`src/rtl/sdram_pkg.sv`:
```
// Shared types for the SDRAM port arbiter: the request bundle driven to the sdram core,
// the port owner, the DMA FSM states and one packed upload word.
package sdram_pkg;

    typedef struct packed {
        logic        cs;
        logic        we;
        logic [21:0] addr;
        logic [15:0] din;
        logic [1:0]  ds;
        logic        refresh;
    } ram_req_t;

    typedef enum logic {OWN_ST, OWN_DMA} owner_t;

    typedef enum logic [1:0] {IDLE, DMA_ACC, DMA_GAP} dma_state_t;

    typedef struct packed {
        logic [21:0] addr;
        logic [15:0] data;
        logic [1:0]  ds;
    } dma_word_t;

    // Counter/pointer width that stays legal for a depth or count of 1.
    function automatic int clog2_min1(input int n);
        return (n > 1) ? $clog2(n) : 1;
    endfunction

endpackage

```
`src/rtl/sdram_dma_fifo.sv`:
```
// Small queue of packed upload words waiting for a chipset-declared free slot.
// A push while full is dropped unless a pop happens in the same clock.
module sdram_dma_fifo
    import sdram_pkg::*;
#(
    parameter int DEPTH = 2
) (
    input  logic                        clk,
    input  logic                        reset,
    input  logic                        push,
    input  dma_word_t                   wdata,
    input  logic                        pop,
    output dma_word_t                   rdata,
    output logic                        full,
    output logic                        empty,
    output logic [clog2_min1(DEPTH):0]  count
);
    localparam int AW = clog2_min1(DEPTH);

    dma_word_t       mem [DEPTH];
    logic [AW-1:0]   wr_ptr, rd_ptr;
    logic            do_push, do_pop;

    assign full    = (count == (AW+1)'(DEPTH));
    assign empty   = (count == '0);
    assign do_pop  = pop && !empty;
    assign do_push = push && (!full || do_pop);
    assign rdata   = mem[rd_ptr];

    always_ff @(posedge clk)
        if (do_push) mem[wr_ptr] <= wdata;

    always_ff @(posedge clk or posedge reset) begin
        if (reset) begin
            wr_ptr <= '0;
            rd_ptr <= '0;
            count  <= '0;
        end else begin
            if (do_push) wr_ptr <= wr_ptr + AW'(1);
            if (do_pop)  rd_ptr <= rd_ptr + AW'(1);
            case ({do_push, do_pop})
                2'b10:   count <= count + (AW+1)'(1);
                2'b01:   count <= count - (AW+1)'(1);
                default: ;
            endcase
        end
    end

endmodule

```
`src/rtl/sdram_dma_arbiter.sv`:
```
// Shares the SDRAM word port between the ST chipset (default owner, zero-latency pass-through)
// and a byte-wide MCU upload port whose packed words are written only in chipset free slots.
module sdram_dma_arbiter
    import sdram_pkg::*;
#(
    parameter int ACCESS_CYCLES = 4,
    parameter int FIFO_DEPTH    = 2
) (
    input  logic        clk,
    input  logic        reset,
    input  logic        ram_ready,
    input  logic        st_cs,
    input  logic        st_we,
    input  logic [21:0] st_addr,
    input  logic [15:0] st_din,
    input  logic [1:0]  st_ds,
    input  logic        st_refresh,
    output logic [15:0] st_dout,
    input  logic        dma_window,
    input  logic        dma_start,
    input  logic [21:0] dma_addr,
    input  logic        dma_strobe,
    input  logic [7:0]  dma_data,
    input  logic        dma_flush,
    output logic        dma_busy,
    output logic        dma_overrun,
    output logic        dma_collision,
    output logic        ram_cs,
    output logic        ram_we,
    output logic [21:0] ram_addr,
    output logic [15:0] ram_din,
    output logic [1:0]  ram_ds,
    output logic        ram_refresh,
    input  logic [15:0] ram_dout
);
    localparam int CW = clog2_min1(ACCESS_CYCLES);
    localparam int FW = clog2_min1(FIFO_DEPTH);

    dma_state_t    state, state_n;
    logic [CW-1:0] cnt, cnt_n;
    owner_t        owner;
    ram_req_t      st_req, dma_req, ram_req;

    logic          have, have_n;
    logic [7:0]    upper, upper_n;
    logic [21:0]   waddr, waddr_n;
    logic          start_pend, start_req, start_ok;
    logic          push, push_ok, pop, fifo_left;
    dma_word_t     wword, head;
    logic          fifo_full, fifo_empty;
    logic [FW:0]   fifo_count;

    sdram_dma_fifo #(.DEPTH(FIFO_DEPTH)) u_fifo (
        .clk   (clk),
        .reset (reset),
        .push  (push),
        .wdata (wword),
        .pop   (pop),
        .rdata (head),
        .full  (fifo_full),
        .empty (fifo_empty),
        .count (fifo_count)
    );

    always_comb begin
        state_n = state;
        cnt_n   = cnt;
        pop     = 1'b0;
        unique case (state)
            IDLE:
                if (ram_ready && dma_window && !st_cs && !st_refresh && !fifo_empty) begin
                    state_n = DMA_ACC;
                    cnt_n   = '0;
                end
            DMA_ACC:
                if (cnt == CW'(ACCESS_CYCLES - 1)) state_n = DMA_GAP;
                else                               cnt_n   = cnt + CW'(1);
            DMA_GAP: begin
                // cs low for one clock so the sdram core sees a fresh request edge
                pop     = 1'b1;
                state_n = IDLE;
            end
            default: state_n = IDLE;
        endcase
    end

    // A start outside IDLE waits; bytes and flushes arriving while it waits are discarded.
    assign start_req = dma_start || start_pend;
    assign start_ok  = start_req && (state == IDLE);

    always_comb begin
        push    = 1'b0;
        wword   = '{addr: waddr, data: {upper, dma_data}, ds: 2'b00};
        have_n  = have;
        upper_n = upper;
        waddr_n = waddr;
        if (start_ok) begin
            have_n  = 1'b0;
            waddr_n = dma_addr;
        end else if (!start_req) begin
            if (dma_strobe) begin
                if (have) begin
                    push    = 1'b1;
                    have_n  = 1'b0;
                    waddr_n = waddr + 22'd1;
                end else begin
                    upper_n = dma_data;
                    have_n  = 1'b1;
                end
            end else if (dma_flush && have) begin
                push       = 1'b1;
                wword.data = {upper, 8'h00};
                wword.ds   = 2'b01;
                have_n     = 1'b0;
            end
        end
    end

    assign push_ok   = push && (!fifo_full || pop);
    assign fifo_left = push_ok || (fifo_count != {{FW{1'b0}}, pop});

    always_ff @(posedge clk or posedge reset) begin
        if (reset) begin
            state         <= IDLE;
            cnt           <= '0;
            have          <= 1'b0;
            upper         <= '0;
            waddr         <= '0;
            start_pend    <= 1'b0;
            dma_overrun   <= 1'b0;
            dma_collision <= 1'b0;
            dma_busy      <= 1'b0;
        end else begin
            state         <= state_n;
            cnt           <= cnt_n;
            have          <= have_n;
            upper         <= upper_n;
            waddr         <= waddr_n;
            start_pend    <= start_req && !start_ok;
            dma_overrun   <= start_ok ? 1'b0 : (dma_overrun || (push && !push_ok));
            dma_collision <= start_ok ? 1'b0
                           : (dma_collision || ((st_cs || st_refresh) && state != IDLE));
            dma_busy      <= have_n || fifo_left || (state_n != IDLE);
        end
    end

    assign owner   = (state == IDLE) ? OWN_ST : OWN_DMA;
    assign st_req  = '{cs: st_cs, we: st_we, addr: st_addr, din: st_din, ds: st_ds, refresh: st_refresh};
    assign dma_req = '{cs: (state == DMA_ACC), we: (state == DMA_ACC), addr: head.addr,
                       din: head.data, ds: head.ds, refresh: 1'b0};
    assign ram_req = (owner == OWN_DMA) ? dma_req : st_req;

    assign ram_cs      = ram_req.cs;
    assign ram_we      = ram_req.we;
    assign ram_addr    = ram_req.addr;
    assign ram_din     = ram_req.din;
    assign ram_ds      = ram_req.ds;
    assign ram_refresh = ram_req.refresh;
    assign st_dout     = ram_dout;

endmodule
```
`config.mk`:
```
export PLATFORM = sky130hd
export DESIGN_NAME = sdram_dma_arbiter
export DESIGN_NICKNAME = d
export VERILOG_FILES = /design/src/rtl/sdram_pkg.sv /design/src/rtl/sdram_dma_fifo.sv /design/src/rtl/sdram_dma_arbiter.sv
export SDC_FILE = /design/constraint.sdc
export NUM_CORES = 1
export LEC_CHECK = 0
export CAP_MARGIN = 15
export CORE_MARGIN = 2
export CORE_UTILIZATION = 45
export CTS_BUF_LIST = sky130_fd_sc_hd__clkbuf_8 sky130_fd_sc_hd__clkbuf_16
export CTS_CLUSTER_SIZE = 24
export DETAILED_ROUTE_END_ITERATION = 16
export DONT_BUFFER_PORTS = 1
export PLACE_DENSITY = 0.64
export SETUP_SLACK_MARGIN = 0.4
export SLEW_MARGIN = 25
export SYNTH_ARGS = -nofsm -noshare
export SYNTH_HDL_FRONTEND = slang
export SYNTH_HIERARCHICAL = 1
export SYNTH_SLANG_ARGS = --single-unit
```
`constraint.sdc`:
```
create_clock -name clk -period 4.2 [get_ports clk]
set_input_delay 0.21 -clock clk [delete_from_list [all_inputs] [get_ports clk]]
set_output_delay 0.21 -clock clk [all_outputs]
set_load 0.02 [all_outputs]
```
==> results of run 1 <==
==> worst max path at each step <==
stage,to,cells after the start,slack (ps)
2_1_floorplan,u_fifo/mem[0][0],4,810
3_3_place_gp,u_fifo/mem[1][1],3,1620
3_5_place_dp,u_fifo/mem[0][12],5,1550
4_1_cts,u_fifo/mem[0][9],5,1540
5_1_grt,u_fifo/mem[0][9],5,1430
6_report,u_fifo/mem[0][9],5,1570
==> cell families (layout without fill, tap and decap cells) <==
family / after synthesis / count (layout) / share of synthesized area, %
flops: 123 / 123 / 60.3
simple gates: 116 / 116 / 10.7
mux: 91 / 91 / 17.7
buf+inv: 47 / 77 / 4.25
compound gates: 44 / 44 / 4.94
xor+xnor: 11 / 11 / 1.67
fa+ha+maj: 2 / 2 / 0.433
other cells: 1 / 2 / 0.0650
==> power by group through the flow <==
stage	combinational [mW]	sequential (mW)	clock [mW]
2_1_floorplan	1.10	1.82	0
3_3_place_gp	1.15	1.98	0
3_5_place_dp	1.16	2.00	0
4_1_cts	1.20	1.98	1.54
5_1_grt	1.30	2.03	1.60
6_report	1.18	1.98	1.51
==> synthesized netlist by cell type, types with 3 or more instances <==
cell type                  count  area [sq um]
sky130_fd_sc_hd__buf_2         7          35.0
sky130_fd_sc_hd__xnor2_1       9          78.8
sky130_fd_sc_hd__nand2_1      28           105
sky130_fd_sc_hd__mux2_2       89          1000
sky130_fd_sc_hd__inv_1        10          37.5
sky130_fd_sc_hd__edfxtp_1     80          2400
sky130_fd_sc_hd__buf_4        16           120
sky130_fd_sc_hd__nand3_1       9          45.0
sky130_fd_sc_hd__o211ai_1      3          22.5
sky130_fd_sc_hd__a31oi_1       7          43.8
sky130_fd_sc_hd__nand2b_1      3          18.8
sky130_fd_sc_hd__o21ai_0      16          80.1
sky130_fd_sc_hd__clkbuf_1     13          48.8
sky130_fd_sc_hd__o311ai_0      3          26.3
sky130_fd_sc_hd__and2_1        9          56.3
sky130_fd_sc_hd__nor2b_1       3          18.8
sky130_fd_sc_hd__nor2_1       25          93.8
sky130_fd_sc_hd__nor4_1        3          18.8
sky130_fd_sc_hd__and4_1        3          26.3
sky130_fd_sc_hd__or4_1         9          67.6
sky130_fd_sc_hd__o31ai_1       3          22.5
sky130_fd_sc_hd__dfrtp_1      43          1080
sky130_fd_sc_hd__nor3_1        7          35.0
==> registers in the layout, indices dropped and copies added, names as in the netlist <==
name           count
cnt                2
dma_busy           1
dma_collision      1
dma_overrun        1
have               1
start_pend         1
state              2
u_fifo/count       2
u_fifo/mem        80
u_fifo/rd_ptr      1
u_fifo/wr_ptr      1
upper              8
waddr             22
==> per-stage QoR <==
step	std cells	total power [mW]
after floorplan	436	2.93
after global placement	574	3.13
after detailed placement	574	3.16
after CTS	638	4.72
after global routing	638	4.93
final	638	4.67
==> critical path, cell delays in order, from the launching register on <==
cell                      delay [ps]
sky130_fd_sc_hd__dfrtp_1         420
sky130_fd_sc_hd__or3b_2          510
sky130_fd_sc_hd__nor2_1          350
sky130_fd_sc_hd__nand2_2         150
sky130_fd_sc_hd__nor2_4          420
sky130_fd_sc_hd__buf_4           430
==> per-layer routing <==
layer | wire length (um) | vias to the layer above | global-route usage [%]
met5 | 0 | - | 0
met4 | 206 | 0 | 7.45
met3 | 659 | 26 | 5.56
met2 | 5660 | 98 | 28.5
met1 | 4940 | 1672 | 21.7
li1 | - | 1633 | -
==> layout make-up <==
cell class                      count  area [sq um]
Timing Repair Buffer               35           343
Multi-Input combinational cell    266          2080
Fill cell                        1045          5790
Clock buffer                       17           425
Clock inverter                     15           198
Inverter                           10          37.5
Tap cell                          172           215
Sequential cell                   123          3480
==> summary by stage, run 1 <==
STA
Based on the critical path, the design can be clocked at up to around 380 MHz. The worst slew margin relative to its limit is 32.4%. The number of hold violations in the final report was 0. The transition time at the pin with the least slew margin is slightly above 1000 ps. The number of failing setup endpoints in the final timing report is 0. Setup repair after global routing left no endpoint under its margin. For the final database, setup skew stands at between 7 and 8 ps. The hold slack is 19.7 ps. The total negative slack is 0 ps.

The final critical-path share of the clock period is a little over three fifths. After layout, the minimum clock period comes to between 2000 and 3000 ps. In the post-route analysis, the smallest setup slack over all paths is about 1600 ps. The final max-slew violation count came to 0.

Place
Prior to clock tree synthesis, the placed netlist has a worst setup slack of about 1600 ps. In this run the cell area measured after placement is around 0.0058 sq mm. Port buffering added 0 buffers.

The placed wire-length estimate after detailed placement is about 7400 um. The congestion estimate from routability-driven global placement came to approximately 0.76.

Global route
The global-route wire length before repair is between 15000 and 20000 um. The via count of the first global-routing pass came to roughly 3.4k. For this run the aggregate overflow at the end of global routing stands at 0. The initial antenna violation count is 0.

Across every metal layer, demand over resource in global routing totals 17.5%. Entering global routing, the biggest net connects between 40 and 50 pins.

Floorplanning
After floorplanning, the core was sized to cover around 0.013 sq mm. The die is 117 um wide. The total I/O pin count is 158. The number of cell rows is 41. The full die area is 0.0138 sq mm. The height of the die is between 100 and 150 um. The initial utilization of the core area, before any placement, comes to 45.9%.

Setup path
Data on the critical path arrives at its endpoint at 2700 ps. The critical path starts at start_pend. The worst setup path is captured at a flip-flop.

The flop-to-flop setup slack is 1570 ps. The critical path in this run is classified as reg -> reg. The end of the worst register-to-register path is u_fifo/mem[0][9]. For the worst flop-to-flop path, the logic depth is 5.

The endpoint required time on the critical path is ~4300 ps. The largest fanout of any net on the critical path is 26. In this run the critical register-to-register path is launched from start_pend. The startpoint kind of the worst setup timing path is a flip-flop.

Synth
The count of different cell masters after synthesis is 50. The cell area that synthesis handed to floorplanning was 0.00577 sq mm. In this run the mean area of a mapped cell was between 10 and 15 sq um. The share of the Yosys chip area taken by registers is about three fifths. For this run, asynchronously set or reset flops after synthesis account for 35.0%. The predominant post-synthesis flop cell is sky130_fd_sc_hd__edfxtp_1. The number of enable-type register cells in the synthesized netlist is 80. After technology mapping, the gate count stands at around 440. The number of synthesis warnings is 6. The synthesized design contains roughly 120 register bits.

Final layout
The final instance area is between 0.006 and 0.007 sq mm. Compared with the post-synthesis result, the final layout area differs by 17.4%. The library cells used most frequently in the layout, excluding fill and tap cells, are sky130_fd_sc_hd__mux2_2 (89), sky130_fd_sc_hd__edfxtp_1 (80), sky130_fd_sc_hd__dfrtp_1 (42). The number of antenna repair diodes is 0. Of the cells placed in the final design, the portion with a size suffix greater than 1 is between 20 and 30%. The final standard cell utilization of the core is between 50% and 60%. The most frequent standard cell in the layout excluding fill and tap cells is sky130_fd_sc_hd__mux2_2. At the end of the flow, the number of nets in the layout was around 550.

Min path
The origin of the worst min-delay path is dma_start. For hold timing, the worst endpoint is start_pend. The worst hold path passes through 2 cells.

The type of the most critical hold path is in -> reg.

Power and ir drop
The portion of total power attributed to combinational logic is 25.2%. Of the total power, the share spent switching nets is ~32%. Internal power comes to approximately 3.2 mW. Of the total power, the clock network draws between 30% and 40%.

The power per standard cell area is roughly 690 mW/mm^2. The analysis attributes to cell leakage a power of roughly 2.4 nW. Summed over all nets, the switching power comes to 1.50 mW. Sequential cells account for between 40 and 50% of the total power.

The worst vdd rail ir drop is 0.000354 V.

Clock tree
The H-tree generated during clock tree synthesis spans 4 levels. In this run, CTS created clock tree buffers numbering 17. Buffers added to address setup during post-CTS repair amount to 0. TritonCTS built the clock tree. The tree is rooted in a sky130_fd_sc_hd__clkbuf_16. Hold repair after CTS inserted 32 buffers. Clock-pin slew was measured on the worst setup and hold paths at 50 ps. The count of clock tree sinks is between 100 and 150. The clock reaches the later pin of the worst-skew pair after between 400 and 500 ps. The post-cts gate resize count is 0. The maximum buffer depth of the clock tree is 2.

Routing
The pre-antenna-repair detailed-routing pass consisted of 6 iterations. Once detail routing completed, the nets flagged for antenna violations numbered 0. The initial detailed-routing violation count is around 170. The DRC violation count after routing is 0.

The total routed wirelength is approximately 11000 um. The final route contains ~3.4k vias. The post-detailed-route via-to-cell ratio is 5.37.

The routed wire length per instance is around 18 um.

Flow run
The total of max-cap violations is 0.

Run status
The run finished with clean final reports.
Power figures use the tool's default switching activity.
==> run 2: changes to the inputs <==
--- a/config.mk
+++ b/config.mk
@@ -5,6 +5,7 @@
 export SDC_FILE = /design/constraint.sdc
 export NUM_CORES = 1
 export LEC_CHECK = 0
+export ABC_AREA = 1
 export CAP_MARGIN = 15
 export CORE_MARGIN = 2
 export CORE_UTILIZATION = 45
@@ -12,7 +13,7 @@
 export CTS_CLUSTER_SIZE = 24
 export DETAILED_ROUTE_END_ITERATION = 16
 export DONT_BUFFER_PORTS = 1
-export PLACE_DENSITY = 0.64
+export PLACE_DENSITY = 0.66
 export SETUP_SLACK_MARGIN = 0.4
 export SLEW_MARGIN = 25
 export SYNTH_ARGS = -nofsm -noshare
==> constraint.sdc (replaced) <==
create_clock -name clk -period 2.26 [get_ports clk]
set_input_delay 0.113 -clock clk [delete_from_list [all_inputs] [get_ports clk]]
set_output_delay 0.113 -clock clk [all_outputs]
set_load 0.02 [all_outputs]
==> run 2 against run 1 <==
First-iteration DRC count up 49%; register-to-register slack worse by 1100 ps; non-clock buffer count up 17; clock power up 86%; cell count up 47%; combinational power rose to 3.2 times the previous value; critical endpoint is now ram_din[11]; largest power group is now combinational logic; highest routed layer unchanged.
==> summary by stage, run 2 <==
Final layout
After the last flow step, the layout net total stands at 847. In the layout the commonest cells are sky130_fd_sc_hd__nand2_1 (322), sky130_fd_sc_hd__edfxtp_1 (80), sky130_fd_sc_hd__inv_1 (53). The finished cells cover about 0.0074 sq mm. Compared with the post-synthesis result, the final layout area differs by 21.2%. The flip-flop count of the largest register, all copies and words added is 80. Cells with a size suffix above 1 make up 12.7% of the layout. The most frequent standard cell in the layout excluding fill and tap cells is sky130_fd_sc_hd__nand2_1. The largest registers in the layout are u_fifo/mem (80), waddr (22), upper (8).

The register with the highest flop count is u_fifo/mem. 0 antenna diodes ended up in the layout.

STA
The number of failing setup endpoints in the final timing report is 0. After layout, the minimum clock period comes to around 1800 ps. Setup repair after global routing could not meet its margin everywhere. The final critical-path share of the clock period is 79.7%. The worst slew margin relative to its limit is a little under 60%.

For the pin with the worst max-slew slack, the measured transition is about 620 ps. The total negative slack is 0 ps. The maximum clock frequency is 555 MHz. The number of hold violations in the final report came to 0. The final max-slew violation count was 0. The maximum clock skew at final layout is about 6 ps.

Power and ir drop
The leakage power figure is 3.34 nW. The worst-case IR drop observed on VDD is about 0.00066 V. The power per standard cell area is 1390 mW/mm^2.

Global route
The via count of the first global-routing pass is approximately 4.4k. The initial antenna violation count is 0. For this run, global-route usage on met3 was measured as approximately 5.2%. The met1 layer usage reported by global route is a little over a quarter. The global routing stage identified its most utilized layer as met2.

The global-route wire length before repair is between 20000 and 25000 um. The total overflow left after global routing is 0. Entering global routing, the biggest net connects 42 pins. For this run, the total global-route usage over all layers was measured as around a fifth.

For met2 alone, demand over resource in global routing was about a third.

Clock tree
The number of buffers inserted during clock tree synthesis is 17. The clock tree root driver cell is sky130_fd_sc_hd__clkbuf_16. The maximum buffer depth of the clock tree is 2.

For the worst-skew pair, the clock arrives at the later sink with an insertion delay of about 410 ps. The H-tree was split into 4 levels. TritonCTS built the clock tree.

After clock tree synthesis, the clock-pin slew on the worst setup and hold paths is around 60 ps. The count of clock tree sinks is about 120.

Routing
In the routed design, unresolved DRC markers number 0. The initial detailed-routing violation count is ~260. The post-route antenna net violation count is 0. The post-detailed-route via-to-cell ratio is 5.05. The routed wire length per instance is between 15 and 20 um.

Summed over all layers, the routed wires come to about 14000 um. The number of iterations in the first detailed-routing pass is 5. The final route contains about 4.7k vias.

Floorplanning
between 150 and 200 I/O pins were placed. The full die area is 0.0145 sq mm. In this run the horizontal extent of the chip is 120 um. For this configuration, the core starts out at a cell density of 46.0%. The placeable core region is around 0.013 sq mm. The height of the die is around 120 um. Row generation in the floorplan step produced 42 rows.

Run status
The run finished with clean final reports.

Setup path
In this run the register-to-register setup slack is 520 ps. Tracing the worst setup path back leads to its startpoint at state[1]. The startpoint identified for the worst register-to-register timing path is start_pend. Along the worst path, the maximum fanout reaches 14. The critical path is of the reg -> out type.

Data on the critical path is required at its endpoint by 2150 ps. The worst setup path endpoint is ram_din[11]. The critical path endpoint category is a primary output. In this run the critical register-to-register path is captured at u_fifo/mem[1][26]. The cell depth of the worst flop-to-flop path is 8.

The startpoint kind of the worst setup timing path is a flip-flop. The signal arrival time at the worst endpoint is 1690 ps.

Synth
After synthesis, the most frequently instantiated cells are sky130_fd_sc_hd__nand2_1 (344), sky130_fd_sc_hd__edfxtp_1 (80), sky130_fd_sc_hd__inv_1 (53), sky130_fd_sc_hd__nor2_1 (45), sky130_fd_sc_hd__dfrtp_1 (43). The cell count after synthesis is between 700 and 800. By area the synthesized netlist is led by sky130_fd_sc_hd__edfxtp_1 (39%), sky130_fd_sc_hd__nand2_1 (21%), sky130_fd_sc_hd__dfrtp_1 (18%).

Of the synthesized area, sequential elements account for between 50% and 60%. A synthesized cell averages ~8.5 sq um. In this run the biggest area consumer among cell types represents 39.4% of the synthesized area. The most common cell in the netlist is sky130_fd_sc_hd__nand2_1. The async set-reset flop share out of synthesis is a little over a third. In the synthesized netlist the dominant register cell turns out to be sky130_fd_sc_hd__edfxtp_1.

After synthesis the netlist holds a flip-flop and latch count of around 120. For this run, the number of Yosys warnings is 6. The count of different cell masters after synthesis is 33. The number of enable-type register cells in the synthesized netlist is 80. The area of the mapped netlist is between 0.006 and 0.007 sq mm. Summed over all instances, the cell type with the most area after synthesis is sky130_fd_sc_hd__edfxtp_1.

Min path
The worst hold path was traced through 4 stages. The type of the most critical hold path is in -> reg.

Place
The final weighted congestion in routability-driven placement is roughly 0.88. The placed wire-length estimate after detailed placement is around 9200 um. The number of input and output port buffers inserted is 0.

Once placement finished, the instance area stood at 0.00622 sq mm.

Flow run
Across the run, the number of max-cap violations was 0.
-- run 2: cell type report --
type | instances | area, sq um
fill | 1176 | 5860
sequential | 123 | 3480
multi-input combinational | 497 | 2260
timing repair buffer | 52 | 574
clock buffer | 17 | 425
inverter | 58 | 226
tap | 176 | 220
clock inverter | 15 | 199
-- run 2: logic make-up after synthesis --
logic type      synth area share, %
simple gates                   29.3
buf+inv                        7.49
xor+xnor                       1.15
fa+ha+maj                     0.410
compound gates                 4.50
other cells                  0.0615
flops                          57.1
-- run 2: where the power goes --
| part | switching, mW | leakage (nW) | internal, mW |
|---|---|---|---|
| Clock | 0.973 | 0.295 | 1.84 |
| Combinational | 2.59 | 1.81 | 1.17 |
| Sequential | 0.606 | 1.24 | 3.10 |
| Total | 4.17 | 3.34 | 6.11 |
-- run 2: timing repair --
action	in CTS	in global routing
cloned	1	1
setup endpoints to repair	58	129
pin swaps	1	2
hold buffers	35	0
gates resized for setup	7	29
endpoints found under the hold margin	92	0
buffers inserted	4	1
-- run 2: worst max-delay path: stages, from the launching register on --
cell and delay (ps):
sky130_fd_sc_hd__dfrtp_2 440, sky130_fd_sc_hd__nor2_4 190, sky130_fd_sc_hd__buf_4 150, sky130_fd_sc_hd__bufbuf_16 270
sky130_fd_sc_hd__nand2_1 50, sky130_fd_sc_hd__nand2_1 160
-- run 2: worst min path at each step --
stage	end	start
floorplan	u_fifo/count[0]	reset
global placement	u_fifo/rd_ptr	reset
detailed placement	u_fifo/rd_ptr	reset
CTS	state[0]	dma_window
global route	state[0]	dma_window
finish	state[0]	dma_window
-- run 2: layer usage --
layer / part of all wire [%] / vias up / wire length, um
li1: - / 2332 / -
met1: 45 / 2235 / 6420
met2: 48 / 154 / 6870
met3: 6.0 / 16 / 850
met4: 0.97 / 0 / 138
met5: 0 / - / 0
-- run 2: metrics by stage --
step	utilization [%]	instances	worst slack, ps	hold WS [ps]	power [mW]
detailed placement	46.9	864	415	-97.5	7.06
global placement	46.9	864	462	-106	6.94
floorplan	-	718	280	-121	6.33
finish	55.8	938	458	28.4	10.3
global route	55.8	938	362	63.0	10.9
CTS	55.0	936	397	13.0	10.2
==> run 3: changes to the inputs <==
--- a/config.mk
+++ b/config.mk
@@ -5,7 +5,7 @@
 export SDC_FILE = /design/constraint.sdc
 export NUM_CORES = 1
 export LEC_CHECK = 0
-export ABC_AREA = 1
+export ABC_AREA = 0
 export CAP_MARGIN = 15
 export CORE_MARGIN = 2
 export CORE_UTILIZATION = 45
@@ -13,7 +13,7 @@
 export CTS_CLUSTER_SIZE = 24
 export DETAILED_ROUTE_END_ITERATION = 16
 export DONT_BUFFER_PORTS = 1
-export PLACE_DENSITY = 0.66
+export PLACE_DENSITY = 0.64
 export SETUP_SLACK_MARGIN = 0.4
 export SLEW_MARGIN = 25
 export SYNTH_ARGS = -nofsm -noshare
==> constraint.sdc (replaced) <==
create_clock -name clk -period 1.71 [get_ports clk]
set_input_delay 0.0855 -clock clk [delete_from_list [all_inputs] [get_ports clk]]
set_output_delay 0.0855 -clock clk [all_outputs]
set_load 0.02 [all_outputs]
==> run 3 against run 2 <==
The run now ends with setup timing left; clock skew increased by 7.8 ps; clock-buffer cell count increased by 1; critical path depth unchanged; first-iteration DRC count increased by 59%; cell count decreased by 19%; combinational power increased by 88%; die area decreased by 5.1%; sequential power increased by 21%; critical endpoint is now waddr[18]; design area increased by 23%; via count decreased by 7.1%; setup slack got worse by 770 ps.
==> summary by stage, run 3 (synthesis gave the netlist of run 1 again) <==
Global route
The initial antenna violation count came to 0. Entering global routing, the biggest net connects 28 pins. The via count of the first global-routing pass was 4269. The first global-routing pass estimated 23500 um of wire.

Summed over all layers, the global routing overflow is 0. Global routing used between 20% and 30% of the available tracks across all layers.

Routing
For this block, the via count after detailed routing is between 4k and 5k. In the final routed layout, each cell accounts on average for between 20 and 25 um. In the routed design, unresolved DRC markers number 0. The post-route antenna net violation count is 0. Using the TritonRoute via totals, the vias-per-cell ratio works out to ~5.8. For this run, the detailed router's first-pass iteration total came to 5. The detailed router finished its first iteration with 409 violations.

After detailed routing, the total wire length is 18000 um.

Floorplanning
In this run the standard cell core region covers 0.0126 sq mm. The floorplan has between 40 and 50 rows. The total I/O pin count is 158. The initial utilization of the core area, before any placement, comes to between 40% and 50%.

The floorplan step set the die width to roughly 120 um. The height of the die is 117 um. The full die area is ~0.014 sq mm.

Final layout
In the layout the commonest cells are sky130_fd_sc_hd__edfxtp_1 (80), sky130_fd_sc_hd__mux2_4 (66), sky130_fd_sc_hd__buf_4 (47). The register with the most flip-flops in the final layout is u_fifo/mem. The final-stage net count is around 680. 0 antenna diodes ended up in the layout. Fill cells in the final layout number just over 700.

The flip-flop count of the largest register, all copies and words added is 80. The final standard cell utilization of the core is about 70%. Leaving out fill and tap cells, the most frequent cell in the layout is sky130_fd_sc_hd__edfxtp_1. With fillers left out, the area of the finished cells amounts to roughly 0.0091 sq mm.

The share of layout cells above drive strength 1 is between 50 and 60%. In the final layout, the registers with the most flip-flops are u_fifo/mem (80), waddr (22), upper (8). From synthesis to final layout, the design area changed by 57.0%.

Setup path
STA puts the critical path data arrival time at 2380 ps. The largest fanout of any net on the critical path is 6. The startpoint kind of the worst setup timing path is a flip-flop. The worst setup path is of the reg -> reg kind. Data on the critical path is required at its endpoint by between 2000 and 2500 ps.

The worst setup path is captured at a flip-flop.

Clock tree
TritonCTS built the clock tree. The number of buffers inserted during clock tree synthesis is 17. The clock tree root driver cell is sky130_fd_sc_hd__clkbuf_16.

The maximum buffer depth of the clock tree is 2. After clock tree synthesis, the clock-pin slew on the worst setup and hold paths is 60 ps. The count of clock tree sinks is roughly 120. CTS built an H-tree with a depth of 4. The clock latency on the worst-skew pair is 420 ps.

STA
Setup violations remaining at the end of the flow were counted as 167. Setup repair after global routing could not meet its margin everywhere. The final critical-path share of the clock period is 118%. The number of hold violations in the final report came to 0. At the pin with the least slew margin, the transition time is 643 ps. The final max-slew violation count is 0.

The maximum clock skew at final layout is between 10 and 15 ps. The maximum clock frequency is ~500 MHz. The worst pin sits at a relative slew slack of 57.0%. The final critical-path setup slack is -315 ps. The tightest hold path in the finished design has a slack of 20.5 ps. The worst path in the final design needs a cycle of around 2000 ps, including I/O delays and setup.

Place
The setup slack at placement is -231 ps. The congestion estimate from routability-driven global placement came to around 0.80. The number of input and output port buffers inserted is 0. Once detailed placement completed, the half-perimeter wirelength came to roughly 8200 um. The post-detailed-placement cell area is about 0.0065 sq mm.

Power and ir drop
After layout, the design draws a total of between 15 and 20 mW. For this design the ratio of total power to cell area is roughly 1700 mW/mm^2. The worst vdd rail ir drop is 0.00114 V. Summed over all cells, the static leakage comes to around 3.7 nW.

Min path
The path class of the tightest hold or removal check is in -> async.

Run status
The run finished, with violations left. The checks that failed: setup timing.

Flow run
Across the run, the number of max-cap violations was 0.
-- run 3: cell types whose count changed in the layout (fill, tap and decap cells not counted), moves of 21 or more --
| cell | before | now |
|---|---|---|
| sky130_fd_sc_hd__nand2_1 | 322 | 22 |
| sky130_fd_sc_hd__mux2_2 | 0 | 23 |
| sky130_fd_sc_hd__buf_4 | 10 | 47 |
| sky130_fd_sc_hd__nor2_1 | 42 | 13 |
| sky130_fd_sc_hd__inv_1 | 53 | 8 |
| sky130_fd_sc_hd__buf_6 | 1 | 43 |
| sky130_fd_sc_hd__nand2_2 | 23 | 2 |
| sky130_fd_sc_hd__nand3_1 | 30 | 8 |
| sky130_fd_sc_hd__mux2_4 | 0 | 66 |
-- run 3: through the flow --
step | TNS [ps] | cells
3_5_place_dp | -10190 | 624
3_3_place_gp | -8410 | 624
2_1_floorplan | -26920 | 436
5_1_grt | -39050 | 764
6_report | -33050 | 764
4_1_cts | -21620 | 737
-- run 3: power breakdown --
| group | internal, mW | switching [mW] | leakage [nW] |
|---|---|---|---|
| clock | 2.31 | 1.33 | 0.299 |
| combinational | 3.80 | 3.26 | 2.21 |
| sequential | 4.01 | 0.477 | 1.24 |
-- run 3: path summary, 6_finish.rpt --
check / start / end / slack [ps] / cells after the start
setup / recovery: start_pend / waddr[18] / -310 / 5
hold / removal: reset / u_fifo/count[1] / 20 / 2
setup reg to reg: start_pend / waddr[18] / -310 / 5
hold reg to reg: upper[5] / u_fifo/mem[0][15] / 460 / 0
max in group asynchronous: reset / waddr[14] / 890 / 3
min in group clk: dma_start / have / 50 / 3
-- run 3: routing by layer --
layer / global-route usage (%) / routed length, um / vias to the layer above
li1: - / - / 1902
met1: 29.2 / 6760 / 2207
met2: 39.8 / 9350 / 243
met3: 6.33 / 1330 / 50
met4: 9.02 / 544 / 0
met5: 0 / 0 / -
-- run 3: cell type report --
class                      instances  area, sq um  share of cell area [%]
tap                              172          215                    2.37
multi-input combinational        267         2760                    30.5
sequential                       123         3480                    38.4
clock inverter                    14          155                    1.71
inverter                          10         37.5                   0.414
clock buffer                      18          439                    4.85
timing repair buffer             160         1980                    21.8
-- run 3: worst max-delay path, cell delays in order, from the launching register on --
cell and delay [ps]:
sky130_fd_sc_hd__dfrtp_1 420, sky130_fd_sc_hd__or3b_4 400, sky130_fd_sc_hd__or4_4 460, sky130_fd_sc_hd__buf_12 160, sky130_fd_sc_hd__or4_4 420, sky130_fd_sc_hd__nand3_1 100
-- run 3: what timing repair did --
item	4_1_cts	5_1_grt
hold endpoints to repair	77	0
cloned	12	7
resized for setup	131	66
setup endpoints to repair	180	182
setup buffers	35	20
pin swaps	37	28
hold buffers	34	0
